<file path="config.mk">
export PLATFORM = sky130hd
export DESIGN_NAME = lt24_frame_scheduler
export DESIGN_NICKNAME = d
export VERILOG_FILES = /design/src/rtl/lt24_sched_pkg.sv /design/src/rtl/lt24_scan_counter.sv /design/src/rtl/lt24_frame_scheduler.sv
export SDC_FILE = /design/constraint.sdc
export NUM_CORES = 1
export LEC_CHECK = 0
export CORE_ASPECT_RATIO = 0.6
export CORE_MARGIN = 8
export CORE_UTILIZATION = 56
export CTS_BUF_LIST = sky130_fd_sc_hd__clkbuf_8
export CTS_CLUSTER_SIZE = 40
export DETAILED_ROUTE_END_ITERATION = 10
export PLACE_DENSITY = 0.92
export SYNTH_ARGS = -nofsm -noshare
export SYNTH_HDL_FRONTEND = slang
export SYNTH_HIERARCHICAL = 1
export SYNTH_SLANG_ARGS = --single-unit
</file>
<file path="constraint.sdc">
create_clock -name clock -period 2.46 [get_ports clock]
set_input_delay 0.738 -clock clock [delete_from_list [all_inputs] [get_ports clock]]
set_output_delay 0.738 -clock clock [all_outputs]
set_load 0.1 [all_outputs]
</file>
<file path="src/rtl/lt24_sched_pkg.sv">
// Shared encodings for the LT24 frame scheduler: screen phases, game outcome codes
// and the layer-enable bundle that the pixel mux consumes.
package lt24_sched_pkg;

  typedef enum logic [2:0] {
    PH_IDLE    = 3'd0,
    PH_SPLASH  = 3'd1,
    PH_CREDITS = 3'd2,
    PH_GAME    = 3'd3,
    PH_OVER    = 3'd4
  } phase_e;

  typedef enum logic [1:0] {
    GS_PLAY = 2'b00,
    GS_XWIN = 2'b01,
    GS_OWIN = 2'b10,
    GS_DRAW = 2'b11
  } game_state_e;

  typedef struct packed {
    logic text;
    logic cursor;
    logic board;
  } layer_en_t;

  function automatic layer_en_t layer_decode(input phase_e ph);
    layer_en_t en;
    en = '0;
    case (ph)
      PH_CREDITS: en.text = 1'b1;
      PH_GAME: begin
        en.text   = 1'b1;
        en.cursor = 1'b1;
        en.board  = 1'b1;
      end
      PH_OVER: begin
        en.text  = 1'b1;
        en.board = 1'b1;
      end
      default: en = '0;
    endcase
    return en;
  endfunction

  function automatic int max_of3(input int a, input int b, input int c);
    int m;
    m = (a > b) ? a : b;
    return (m > c) ? m : c;
  endfunction

endpackage

</file>
<file path="src/rtl/lt24_scan_counter.sv">
// Raster scan counters for the LT24 panel: column/row address of the pixel being
// offered, plus a one-cycle pulse after the last pixel of a frame is accepted.
module lt24_scan_counter #(
  parameter int WIDTH  = 240,
  parameter int HEIGHT = 320
) (
  input  logic       clock,
  input  logic       globalResetn,
  input  logic       pixelReady,
  output logic [7:0] xAddr,
  output logic [8:0] yAddr,
  output logic       frameDone
);

  localparam logic [7:0] X_LAST = 8'(WIDTH - 1);
  localparam logic [8:0] Y_LAST = 9'(HEIGHT - 1);

  logic [7:0] x_q, x_d;
  logic [8:0] y_q, y_d;
  logic       done_q, done_d;

  // pixelReady is the ready of an always-valid pixel stream: the pixel at
  // (xAddr, yAddr) is taken on every cycle it is high, otherwise the scan holds.
  always_comb begin
    x_d    = x_q;
    y_d    = y_q;
    done_d = 1'b0;
    if (pixelReady) begin
      if (x_q >= X_LAST) begin
        x_d = '0;
        if (y_q >= Y_LAST) begin
          y_d    = '0;
          done_d = 1'b1;
        end else begin
          y_d = y_q + 9'd1;
        end
      end else begin
        x_d = x_q + 8'd1;
      end
    end
  end

  always_ff @(posedge clock) begin
    if (!globalResetn) begin
      x_q    <= '0;
      y_q    <= '0;
      done_q <= 1'b0;
    end else begin
      x_q    <= x_d;
      y_q    <= y_d;
      done_q <= done_d;
    end
  end

  assign xAddr     = x_q;
  assign yAddr     = y_q;
  assign frameDone = done_q;

endmodule

</file>
<file path="src/rtl/lt24_frame_scheduler.sv">
// Screen-phase sequencer for the LT24 pipeline: scan counters, frame counting, click
// capture and the SPLASH -> CREDITS -> GAME <-> OVER flow with its layer enables and pulses.
module lt24_frame_scheduler
  import lt24_sched_pkg::*;
#(
  parameter int WIDTH          = 240,
  parameter int HEIGHT         = 320,
  parameter int SPLASH_FRAMES  = 400,
  parameter int CREDITS_FRAMES = 128,
  parameter int OVER_FRAMES    = 64
) (
  input  logic       clock,
  input  logic       globalResetn,
  input  logic       pixelReady,
  input  logic [1:0] game_state,
  input  logic       mouse_click,
  output logic [7:0] xAddr,
  output logic [8:0] yAddr,
  output logic       frameDone,
  output logic [2:0] phase,
  output logic       textEnable,
  output logic       cursorEnable,
  output logic       boardEnable,
  output logic       newGame,
  output logic       triggerImperialMarch
);

  localparam int              MAX_FRAMES = max_of3(SPLASH_FRAMES, CREDITS_FRAMES, OVER_FRAMES);
  localparam int              CW         = $clog2(MAX_FRAMES) + 1;
  localparam logic [CW-1:0]   CNT_MAX    = '1;

  phase_e        phase_q, phase_d;
  logic [CW-1:0] frame_cnt_q;
  logic          mouse_click_q;
  logic          click_pending_q;
  logic          new_game_q;
  logic          march_q;
  layer_en_t     en_q;

  logic          click_edge;
  logic          discard_click;
  logic          phase_change;
  int            frames_seen;

  lt24_scan_counter #(
    .WIDTH (WIDTH),
    .HEIGHT(HEIGHT)
  ) u_scan (
    .clock       (clock),
    .globalResetn(globalResetn),
    .pixelReady  (pixelReady),
    .xAddr       (xAddr),
    .yAddr       (yAddr),
    .frameDone   (frameDone)
  );

  assign click_edge   = mouse_click & ~mouse_click_q;
  assign frames_seen  = int'(frame_cnt_q) + 1;
  assign phase_change = (phase_d != phase_q);

  // Every transition except leaving IDLE is gated by frameDone so a phase never
  // changes in the middle of a frame.
  always_comb begin
    phase_d       = phase_q;
    discard_click = 1'b0;
    case (phase_q)
      PH_IDLE: phase_d = PH_SPLASH;
      PH_SPLASH:
        if (frameDone && (frames_seen >= SPLASH_FRAMES || click_pending_q)) phase_d = PH_CREDITS;
      PH_CREDITS:
        if (frameDone && (frames_seen >= CREDITS_FRAMES || click_pending_q)) phase_d = PH_GAME;
      PH_GAME:
        if (frameDone && (game_state_e'(game_state) != GS_PLAY)) phase_d = PH_OVER;
      PH_OVER:
        if (frameDone) begin
          if (frames_seen >= OVER_FRAMES) begin
            if (click_pending_q) phase_d = PH_GAME;
          end else begin
            discard_click = 1'b1;
          end
        end
      default: phase_d = PH_IDLE;
    endcase
  end

  always_ff @(posedge clock) begin
    if (!globalResetn) begin
      phase_q         <= PH_IDLE;
      frame_cnt_q     <= '0;
      mouse_click_q   <= 1'b1;
      click_pending_q <= 1'b0;
      new_game_q      <= 1'b0;
      march_q         <= 1'b0;
      en_q            <= '0;
    end else begin
      phase_q       <= phase_d;
      mouse_click_q <= mouse_click;
      march_q       <= (phase_q == PH_IDLE) && (phase_d == PH_SPLASH);
      new_game_q    <= phase_change && (phase_d == PH_GAME);
      en_q          <= layer_decode(phase_d);

      if (phase_change)
        frame_cnt_q <= '0;
      else if (frameDone && frame_cnt_q != CNT_MAX)
        frame_cnt_q <= frame_cnt_q + CW'(1);

      if (phase_change || phase_q == PH_GAME || discard_click)
        click_pending_q <= 1'b0;
      else if (click_edge)
        click_pending_q <= 1'b1;
    end
  end

  assign phase                = phase_q;
  assign textEnable           = en_q.text;
  assign cursorEnable         = en_q.cursor;
  assign boardEnable          = en_q.board;
  assign newGame              = new_game_q;
  assign triggerImperialMarch = march_q;

endmodule

</file>
==> metrics.txt, run 1 <==
Netlist cell types 65; Setup crit end kind register; fmax 437 MHz; crit-path max cell delay 0.44 ns; Bufs and invs on worst path 1; register area share after synthesis 0.359; iteration-0 DRC count of the detailed router around 220; count of final setup violators 0; final core utilization 0.694; CTS tree built; CTS root buf clkbuf_8; gr ovfl total 0; most common cell after layout, fill and taps aside buf_4; leak pwr about 1.1 nW; Fillers 285; switch share 0.258; Core ar. 3660 µm²; port bufs 31; CTS Buf Count 5; FF-to-FF Start frame_cnt_q[0]; via count 1905; clock buffer depth 2; top_reg_cell synth dfxtp_1; Power Dens Cells 450 nW/µm²; slew margin rel. 0.558; Final Hold Fails 0; Peak VDD IR 430 µV; Synth top area share 0.359; # Max-Cap Violations 0; routability congestion estimate 0.883; syn_area_per_cell between 9 and 10 µm²; Yosys top cell by area dfxtp_1; first-pass GRT wire length 8470 µm; post-CTS setup buffers 0; Fin Setup TNS 0 ns; RSZ-0062 raised after global routing false; share of cells above drive strength 1 0.286; Reg2Reg Setup Slack between 0.15 and 0.2 ns; worst hold slack 0.523 ns; Final ANT Viol Nets 0; r2r endpoint frame_cnt_q[2]; All-Layer GR Usage 0.174; DR WL/cell between 15 and 20 µm; Post-synth EDFFs 0; syn_nets 243; Cells after Synth 234; Yosys warning total 6; CP startpoint kind register; Post-Syn Area 2120 µm²; Synth area leaders dfxtp_1, xor2_1, nor2_1, nand4_1, nor2_2; final wirelength between 5000 and 6000 µm; num rows 17; Critical Path RT around 2.7 ns; initial core utilization 0.579; Clock Pin Slew Worst Setup and Hold Paths 0.07 ns; Slowest cell on crit path dfxtp_1; Die Ht 63.7 µm; Layout Skew 0.00349 ns; CP arrival approximately 2.5 ns; hpwl dp 3750 µm; largest net degree at the start of global routing 12; P_int 0.847 mW; final antenna diode count 0; DIE AREA 6070 µm²; Synth Register Bits 38; Die W 95.4 µm; Area Overhead vs Synth 19.8%; CTS resizes 0; Logic pwr share 0.089; initial antenna violation count 0; most frequent cells in the layout buf_4, dfxtp_1, nor2_1; Final Max Slew Viols 0; min cycle time layout ~2.3 ns; Final Instance Area 2540 µm²; CP top delay family compound AO/OA/AOI/OAI gates; DR pass1 iterations 7; Flop pwr share 0.549; crit path capture frame_cnt_q[2]; fin crit share 0.931; CP Launch Point frame_cnt_q[0]; # hold bufs at CTS 0; worst slew pin tran between 0.6 and 0.7 ns; CP cell instances ha_1, nand2_1, o31ai_1, a31o_1, a211oi_2, o32a_1, o21ai_2, buf_12, nor2_2; critical path class reg -> reg; power share of the clock group 0.362; CTS sink cnt 38; # DRC 0; H-tree depth 2; Levels on crit path 9; Vias/cell ~6; I/O Pins 32; worst skew pair latency between 0.2 and 0.3 ns; NetSw between 0.2 and 0.3 mW; Worst R2R Path Depth 9; number of global-route vias before repair about 1800; run status complete, no violations; Placed Area 2460 µm²; Worst Hold Class reg -> reg; CP max FO 9; final-stage net count 285; Async S/R FF share, synth 0
==> logic make-up (layout without fill, tap and decap cells) <==
family | count (synthesis) | after routing | synth area share
AO/OA/AOI/OAI | 45 | 45 | 0.169
XOR/XNOR | 18 | 18 | 0.0744
adder cells (fa/ha/maj) | 3 | 3 | 0.0177
buffers and inverters | 16 | 58 | 0.0502
flip-flops | 38 | 38 | 0.359
multiplexers | 5 | 5 | 0.0260
AND/OR/NAND/NOR | 109 | 109 | 0.304
==> state kept, by name (all words and copies together), names as in the netlist <==
signal,flops
phase,3
newGame,1
u_scan/xAddr,8
mouse_click_q,1
boardEnable,1
u_scan/yAddr,9
cursorEnable,1
click_pending_q,1
u_scan/frameDone,1
frame_cnt_q,10
triggerImperialMarch,1
textEnable,1
==> metrics by stage <==
step	power (mW)	setup slack [ns]	cells
after floorplan	0.710	0.0443	234
after global placement	0.739	0.161	316
after detailed placement	0.741	0.130	316
after CTS	1.15	0.175	323
after global routing	1.19	0.0197	323
final	1.14	0.170	323
==> power groups by stage <==
| stage | logic (mW) | registers (mW) | clock network [mW] |
|---|---|---|---|
| after floorplan | 0.0395 | 0.671 | 0 |
| after global placement | 0.0984 | 0.641 | 0 |
| after detailed placement | 0.100 | 0.641 | 0 |
| after CTS | 0.101 | 0.627 | 0.421 |
| after global routing | 0.107 | 0.627 | 0.453 |
| final | 0.102 | 0.627 | 0.413 |
==> cell type report <==
type                       instances  area [µm²]  area share
clock buffer                       5        68.8      0.0271
clock inverter                     2        11.3     0.00444
inverter                           6        22.5     0.00887
multi-input combinational        180        1250       0.493
sequential                        38         762       0.300
tap                               47        58.8      0.0232
timing repair buffer              45         363       0.143
==> metal layers <==
metal | global-route usage | routed length, µm | vias to the layer above
met2 | 0.232 | 2010 | 85
met5 | 0 | 0 | -
met1 | 0.251 | 2550 | 883
met3 | 0.0532 | 435 | 9
met4 | 0.0629 | 70 | 0
li1 | - | - | 928
==> Yosys cell counts, drive strengths merged (3+ instances only) <==
cell / n
nand4: 10
nor2: 32
nand2b: 5
nand3: 9
a21oi: 9
o21ai: 8
o31ai: 3
nand2: 18
nor3: 5
a31oi: 3
and4: 4
and3: 8
buf: 9
ha: 3
xor2: 16
or2b: 3
inv: 6
mux2i: 4
dfxtp: 38
and2: 4
==> worst min-delay path: stages (launching register included) <==
cell	delay (ns)
dfxtp_1	0.34
o21ai_0	0.08
a21oi_1	0.06
==> worst min-delay path by stage <==
stage / from / end / cells past startpoint
floorplan: frame_cnt_q[3] / frame_cnt_q[3] / 2
global placement: u_scan/yAddr[8] / u_scan/yAddr[8] / 2
detailed placement: u_scan/xAddr[7] / u_scan/xAddr[7] / 2
CTS: u_scan/xAddr[7] / u_scan/xAddr[7] / 2
global route: u_scan/yAddr[8] / u_scan/yAddr[8] / 2
finish: u_scan/yAddr[8] / u_scan/yAddr[8] / 2
Power figures use the tool's default switching activity.
==> inputs of run 2 (changes only) <==
--- a/config.mk
+++ b/config.mk
@@ -7,11 +7,12 @@
 export LEC_CHECK = 0
 export CORE_ASPECT_RATIO = 0.6
 export CORE_MARGIN = 8
-export CORE_UTILIZATION = 56
+export CORE_UTILIZATION = 30
 export CTS_BUF_LIST = sky130_fd_sc_hd__clkbuf_8
+export CTS_CLUSTER_DIAMETER = 100
 export CTS_CLUSTER_SIZE = 40
 export DETAILED_ROUTE_END_ITERATION = 10
-export PLACE_DENSITY = 0.92
+export PLACE_DENSITY = 0.61
 export SYNTH_ARGS = -nofsm -noshare
 export SYNTH_HDL_FRONTEND = slang
 export SYNTH_HIERARCHICAL = 1
==> constraint.sdc (replaced) <==
create_clock -name clock -period 2.1 [get_ports clock]
set_input_delay 0.63 -clock clock [delete_from_list [all_inputs] [get_ports clock]]
set_output_delay 0.63 -clock clock [all_outputs]
set_load 0.1 [all_outputs]
==> run 2 against run 1 <==
  * Cell count grew 19%
  * Sequential share of layout area shrank 5.4 points
  * Critical path type unchanged
  * Non-clock buffer count grew 19
  * First-iteration DRC count shrank 39%
  * Design area grew 25%
  * Die area grew 66%
==> metrics.txt, run 2 (same netlist as run 1, synthesis figures left out) <==
M1 GR Usage 0.174 (-0.0770); final worst slack 0.0782 ns (-0.0914 ns); num rows 23 (+6); CP max FO 6 (-3); most frequent cells in the layout buf_4, buf_12, nor2_1, dfxtp_1; final antenna diode count 0 (unchanged); iteration-0 DRC count of the detailed router 133 (-39%); Final Hold Fails 0 (unchanged); Clock Pin Slew Worst Setup and Hold Paths 0.08 ns (about the same); CTS root buf clkbuf_8; largest net degree at the start of global routing 13 (+1); worst slew pin tran 0.454 ns (-0.200 ns); Top reg by flops frame_cnt_q; via count 1952 (+2.5%); port bufs 31 (unchanged); PnR Total Power 1.42 mW (+24%); CP arrival 2.25 ns (-0.23 ns); layer carrying the most global-route usage met1; clock buffer depth 2 (unchanged); routability congestion estimate 0.891 (+0.89%); Peak VDD IR 231 µV (-46%); DR pass1 iterations 4 (-3); DR WL/cell 15.2 µm (-3.2%); final wirelength 5820 µm (+15%); RSZ-0062 raised after global routing true; worst hold slack 0.536 ns (+0.0135 ns); fin crit share 0.963 (+0.0317); initial core utilization 0.313 (-0.266); Core ar. 6760 µm² (+85%); min cycle time layout 2.02 ns (-0.269 ns); final core utilization 0.470 (-0.224); CP startpoint kind register; Layout Skew 0.00804 ns (+0.00456 ns); Worst Hold Class reg -> reg; CTS sink cnt 38 (unchanged); Setup crit end kind register; hold depth 2 (unchanged); Area Overhead vs Synth 49.8%; Vias/cell 5.10 (-14%); share of cells above drive strength 1 0.412 (+0.126); Die W 125 µm (+30%); worst skew pair latency 0.29 ns (about the same); H-tree depth 2 (unchanged); CTS Buf Count 5 (unchanged); # DRC 0 (unchanged); Die Ht 81.1 µm (+27%); hpwl dp 4490 µm (+19%); final-stage net count 304 (+6.7%); # Max-Cap Violations 0 (unchanged); number of global-route vias before repair 1823 (+3.1%); most common cell after layout, fill and taps aside buf_4; met3 Resource Use GR 0.0195 (-0.0337); All-Layer GR Usage 0.117 (-0.0574); Power Dens Cells 446 nW/µm² (-0.73%); CTS tree built; first-pass GRT wire length 9800 µm (+16%); leak pwr 1.27 nW (+18%); slew margin rel. 0.693 (+0.135); Fin Setup TNS 0 ns (unchanged); DIE AREA 10100 µm² (+66%); fmax 495 MHz (+13%); I/O Pins 32 (unchanged); Critical Path RT 2.33 ns (-0.32 ns); # hold bufs at CTS 0 (unchanged); max reg flops 10 (unchanged); Worst R2R Path Depth 9 (unchanged); count of final setup violators 0 (unchanged); met2 global-route usage 0.169 (-0.0634); gr ovfl total 0 (unchanged); run status complete, no violations; Setup WS pre-CTS -0.212 ns (-0.341 ns); initial antenna violation count 0 (unchanged); critical path class reg -> reg; Final Max Slew Viols 0 (unchanged); Final ANT Viol Nets 0 (unchanged)
==> run 2: power by group <==
group	internal (mW)	leakage (nW)	switching, mW
Sequential	0.727	0.315	0.00986
Combinational	0.0656	0.905	0.0852
Clock	0.264	0.0472	0.265
Total	1.06	1.27	0.360
==> run 2: cell type report <==
class	instances	area (µm²)
fill	623	3590
sequential	38	781
clock inverter	2	12.5
inverter	6	22.5
multi-input combinational	180	1330
clock buffer	6	82.6
timing repair buffer	64	838
tap	87	109
==> run 2: metrics by stage <==
stage | instances | cell area (µm²)
floorplan | 234 | 2130
detailed placement | 371 | 2960
global placement | 371 | 2960
CTS | 380 | 3090
finish | 383 | 3180
global route | 383 | 3180
==> run 2: worst max-delay path: stages (launching register included) <==
cell and delay [ns]:
dfxtp_1 0.34, buf_4 0.14, and4_4 0.27, a31oi_1 0.09, a31o_1 0.22, a211oi_4 0.28, o32a_1 0.25, o21ai_4 0.11
buf_12 0.16, nor2_4 0.09
==> run 2: layer usage <==
metal | wire length [µm] | share of wire
met1 | 3130 | 0.54
met2 | 2430 | 0.42
met3 | 204 | 0.035
met4 | 53 | 0.0091
met5 | 0 | 0
==> run 2: final timing paths <==
| check | from | slack (ns) | to |
|---|---|---|---|
| min | u_scan/xAddr[1] | 0.54 | u_scan/xAddr[1] |
| max reg2reg | frame_cnt_q[5] | 0.08 | frame_cnt_q[3] |
| min reg2reg | u_scan/xAddr[1] | 0.54 | u_scan/xAddr[1] |
| max | frame_cnt_q[5] | 0.08 | frame_cnt_q[3] |
==> run 2: timing repair <==
item	4_1_cts	5_1_grt
resized for setup	6	18
endpoints found under the setup margin	14	14
buffers inserted	1	3
pin swaps	7	6
